<file path="src/rtl/packet_fetch_unit.sv">
// packet_fetch_unit: PC-driven packet fetch engine over a writable store, with one-shot, loop and redirect modes
module packet_fetch_unit #(
  parameter int PKT_W = 38,
  parameter int PC_W  = 5
) (
  input  logic             clk,
  input  logic             rst_n,
  input  logic             start,
  input  logic             pc_update,
  input  logic [PC_W-1:0]  pc_load,
  input  logic [PC_W-1:0]  end_pc,
  input  logic             loop_en,
  input  logic             wr_en,
  input  logic [PC_W-1:0]  wr_addr,
  input  logic [PKT_W-1:0] wr_data,
  input  logic             pkt_ready,
  output logic             pkt_valid,
  output logic [PKT_W-1:0] packet_out,
  output logic [PC_W-1:0]  pc_out,
  output logic             busy,
  output logic             done
);
  typedef enum logic [1:0] {IDLE, FETCH, PRESENT} state_t;
  state_t state;
  logic [PKT_W-1:0] mem [2**PC_W];
  always_ff @(posedge clk)
    if (wr_en) mem[wr_addr] <= wr_data;
  // The store read lands in packet_out on the edge leaving FETCH, so a same-cycle write returns old data.
  always_ff @(posedge clk or negedge rst_n)
    if (!rst_n) begin
      state      <= IDLE;
      pc_out     <= '0;
      packet_out <= '0;
      pkt_valid  <= 1'b0;
      busy       <= 1'b0;
      done       <= 1'b0;
    end else begin
      done <= 1'b0;
      case (state)
        IDLE: begin
          if (pc_update) pc_out <= pc_load;
          if (start) begin
            state <= FETCH;
            busy  <= 1'b1;
          end
        end
        FETCH:
          if (pc_update) pc_out <= pc_load;
          else begin
            packet_out <= mem[pc_out];
            pkt_valid  <= 1'b1;
            state      <= PRESENT;
          end
        PRESENT:
          if (pc_update) begin
            pc_out    <= pc_load;
            pkt_valid <= 1'b0;
            state     <= FETCH;
          end else if (pkt_ready) begin
            pkt_valid <= 1'b0;
            if (pc_out != end_pc) begin
              pc_out <= pc_out + 1'b1;
              state  <= FETCH;
            end else if (loop_en) begin
              pc_out <= '0;
              state  <= FETCH;
            end else begin
              done  <= 1'b1;
              busy  <= 1'b0;
              state <= IDLE;
            end
          end
        default: state <= IDLE;
      endcase
    end
endmodule
</file>
<file path="config.mk">
export PLATFORM = sky130hd
export DESIGN_NAME = packet_fetch_unit
export DESIGN_NICKNAME = d
export VERILOG_FILES = /design/src/rtl/packet_fetch_unit.sv
export SDC_FILE = /design/constraint.sdc
export NUM_CORES = 1
export LEC_CHECK = 0
export ABC_AREA = 1
export ABC_CLOCK_PERIOD_IN_PS = 2200
export BUFFER_PORTS_ARGS = -buffer_cell sky130_fd_sc_hd__buf_4
export CAP_MARGIN = 20
export CORE_UTILIZATION = 30
export CTS_BUF_LIST = sky130_fd_sc_hd__clkbuf_8
export DETAILED_ROUTE_END_ITERATION = 10
export PLACE_DENSITY = 0.51
export SLEW_MARGIN = 20
export SYNTH_ARGS = -nofsm -noshare
export SYNTH_HDL_FRONTEND = slang
export SYNTH_SLANG_ARGS = --single-unit
</file>
<file path="constraint.sdc">
create_clock -name clk -period 2.2 [get_ports clk]
set_input_delay 0.22 -clock clk [delete_from_list [all_inputs] [get_ports clk]]
set_output_delay 0.22 -clock clk [all_outputs]
set_load 0.02 [all_outputs]
</file>
==> run_results.csv <==
group,metric,value,unit
place,dp_hpwl,94.8,mm
power_and_ir_drop,clkPwrFrac,0.266,
clock_tree,clock-root-buffer,"clkbuf_8",
synthesis,synth_seq_cells,1264,
place,portBuffers,105,
global_routing,grt_pass1_vias,35500,
critical_path,endpoint_kind,"output port",
die,die-area,180000,um^2
synthesis,synth_top_area_cell,"edfxtp_1",
routing,vias,36900,
worst_hold_path,whs_path_depth,4,
finish,area_delta_synth_final,19.0,%
power_and_ir_drop,p_leak,25.8,nW
synthesis,synth_common_cells,"nand2_1, edfxtp_1, nand3_1",
die,die_height,424,um
critical_path,r2r-start,"pc_out[0]",
die,initial_core_util,0.303,
finish,multi_input_area,12300,um^2
synthesis,synth_cell_types,24,
die,ios,106,
routing,viasPerCell,4.69,
clock_tree,cts_tree,"done",
synthesis,ys.flop_type,"edfxtp_1",
finish,nets,5400,
timing,finalMaxSlewViolations,0,
die,die_w,424,um
die,core,177000,um^2
global_routing,grt_max_degree,66,
finish,regArea,37700,um^2
finish,layout-drive-gt1-share,0.118,
worst_hold_path,hp-class,"in2reg",
finish,instances_no_fill,7862,
synthesis,synthCells,4986,
global_routing,grt.total_usage,0.190,
synthesis,netlist_area,53500,um^2
critical_path,rrSetupSlack,0.08,ns
timing,period_share,0.973,
power_and_ir_drop,power_density,1160,nW/um^2
critical_path,required,1.98,ns
timing,worst_pin_slew,0.622,ns
critical_path,reg2regPathDepth,12,
critical_path,crit_arrival,1.92,ns
timing,finalHoldViolations,0,
timing,setup_slack,0.0599,ns
clock_tree,cts_sinks,1264,
place,place_ws,0.147,ns
power_and_ir_drop,seq_power_share,0.375,
critical_path,cp-start-kind,"register",
synthesis,synth_nets,5047,
power_and_ir_drop,power.total,74.1,mW
routing,ant_nets,0,
clock_tree,numCtsBuffers,210,
place,place_area,58700,um^2
synthesis,async_flop_share,0.0380,
synthesis,synthMostInstantiatedCell,"nand2_1",
critical_path,worst-setup-path-type,"reg2out",
power_and_ir_drop,internal-power,46.3,mW
finish,fin_area,63700,um^2
clock_tree,clkTransAtPathRegs,0.06,ns
synthesis,ys_seq_area_frac,0.705,
power_and_ir_drop,ir_worst_vdd,0.978,mV
synthesis,synth_edf_count,1216,
power_and_ir_drop,combPwrFrac,0.359,
die,std_cell_rows,154,
routing,dr.pass1.iters,5,
worst_hold_path,hold_start,"start",
routing,drt-total-wl,173,mm
timing,fin_crit,2.14,ns
power_and_ir_drop,p_switching,27.8,mW
global_routing,grt_pass1_wl,248,mm
outcome,status,"finished, final reports clean",
global_routing,antenna_found_initial,13,
routing,drc,0,
timing,whs,0.0982,ns
power_and_ir_drop,switching_share,0.375,
synthesis,yosysWarningCount,0,
synthesis,avgSynthCellArea,10.7,um^2
place,globalplace.congestion,0.779,
clock_tree,cts_buffer_depth,3,
timing,clock.fmax,467,MHz
job,max-cap-violations,0,
timing,setup_viol,0,
critical_path,cp_max_fo,21,
finish,nFillCells,17400,
routing,dr.first_iter.drc_count,3376,
critical_path,crit_start,"pc_out[0]",
synthesis,yosys.area.top_type_share,0.682,
clock_tree,htree_levels,4,
timing,fin_skew,0.0422,ns
routing,wl_per_cell,22.0,um
place,dp_cells,7393,
global_routing,overflow,0,
timing,slew_headroom,0.585,
synthesis,synth_area_leaders,"edfxtp_1, nand2_1, nand3_1, inv_1, nor2_1",
clock_tree,clock_latency,0.94,ns
==> per-layer routing <==
layer	GRT usage	wire length, um	vias to the layer above
li1	-	-	17200
met4	0.0546	4650	4
met1	0.249	74600	18300
met3	0.0310	9520	268
met2	0.322	84100	1194
met5	0	27	-
==> layout make-up <==
| class | count | area share |
|---|---|---|
| clock inverters | 171 | 0.0148 |
| well taps | 2340 | 0.0460 |
| diodes | 5 | 0.000196 |
| repair buffers | 401 | 0.0736 |
| multi-input cells | 2931 | 0.194 |
| clock buffers | 219 | 0.0473 |
| inverters | 531 | 0.0319 |
| flip-flops and latches | 1264 | 0.592 |
==> worst max-delay path, cell delays in order, from the launching register on <==
cell	delay, ns
dfrtp_4	0.51
buf_12	0.15
buf_16	0.16
buf_6	0.14
==> metrics by stage <==
| step | util | setup TNS, ns |
|---|---|---|
| after floorplan | - | -412.54 |
| after global placement | 0.332 | 0 |
| final | 0.360 | 0 |
| after CTS | 0.359 | -0.0461 |
| after global routing | 0.360 | -0.00815 |
| after detailed placement | 0.332 | 0 |
==> path summary, 6_finish.rpt <==
kind / endpoint
min: busy
min reg2reg: busy
min in group asynchronous: packet_out[15]
max in group asynchronous: packet_out[33]
max: pc_out[0]
max reg2reg: pc_out[0]
==> flip-flops by register name, indices dropped and copies added, names as in the netlist <==
signal      cells
pc_out          5
mem          1216
busy            1
done            1
state           2
packet_out     38
pkt_valid       1
==> what timing repair did <==
item | in CTS | in global routing
gates resized for setup | 10 | 13
hold buffers | 56 | 0
setup buffers | 5 | 7
endpoints found under the setup margin | 4 | 29
hold endpoints to repair | 1289 | 0
gates cloned | 4 | 3
==> power groups by stage <==
stage	clock (mW)	sequential, mW	combinational, mW
finish	19.7	27.8	26.6
CTS	20.2	27.8	26.3
floorplan	0	28.3	15.7
global route	21.2	27.8	29.2
detailed placement	0	28.4	25.3
global placement	0	28.4	25.3
==> layout by cell type, fill, tap and decap left out, drive strengths merged <==
cell	n
a21oi	77
buf	339
bufbuf	4
bufinv	6
clkbuf	222
clkinv	58
clkinvlp	4
dfrtp	48
diode	5
dlygate4sd3	55
edfxtp	1216
ha	1
inv	634
nand2	1702
nand3	559
nor2	427
nor3	2
o21ai	157
o22ai	1
xnor2	1
xor2	4
==> cells by family (layout without fill, tap and decap cells) <==
family / Yosys count / after routing / share of synthesized area
flops: 1264 / 1264 / 0.705
fa+ha+maj: 1 / 1 / 0.000234
buf+inv: 791 / 1322 / 0.0697
compound gates: 235 / 235 / 0.0221
simple gates: 2690 / 2690 / 0.202
other cells: 0 / 5 / 0
xor+xnor: 5 / 5 / 0.000818
Power figures use the tool's default switching activity.
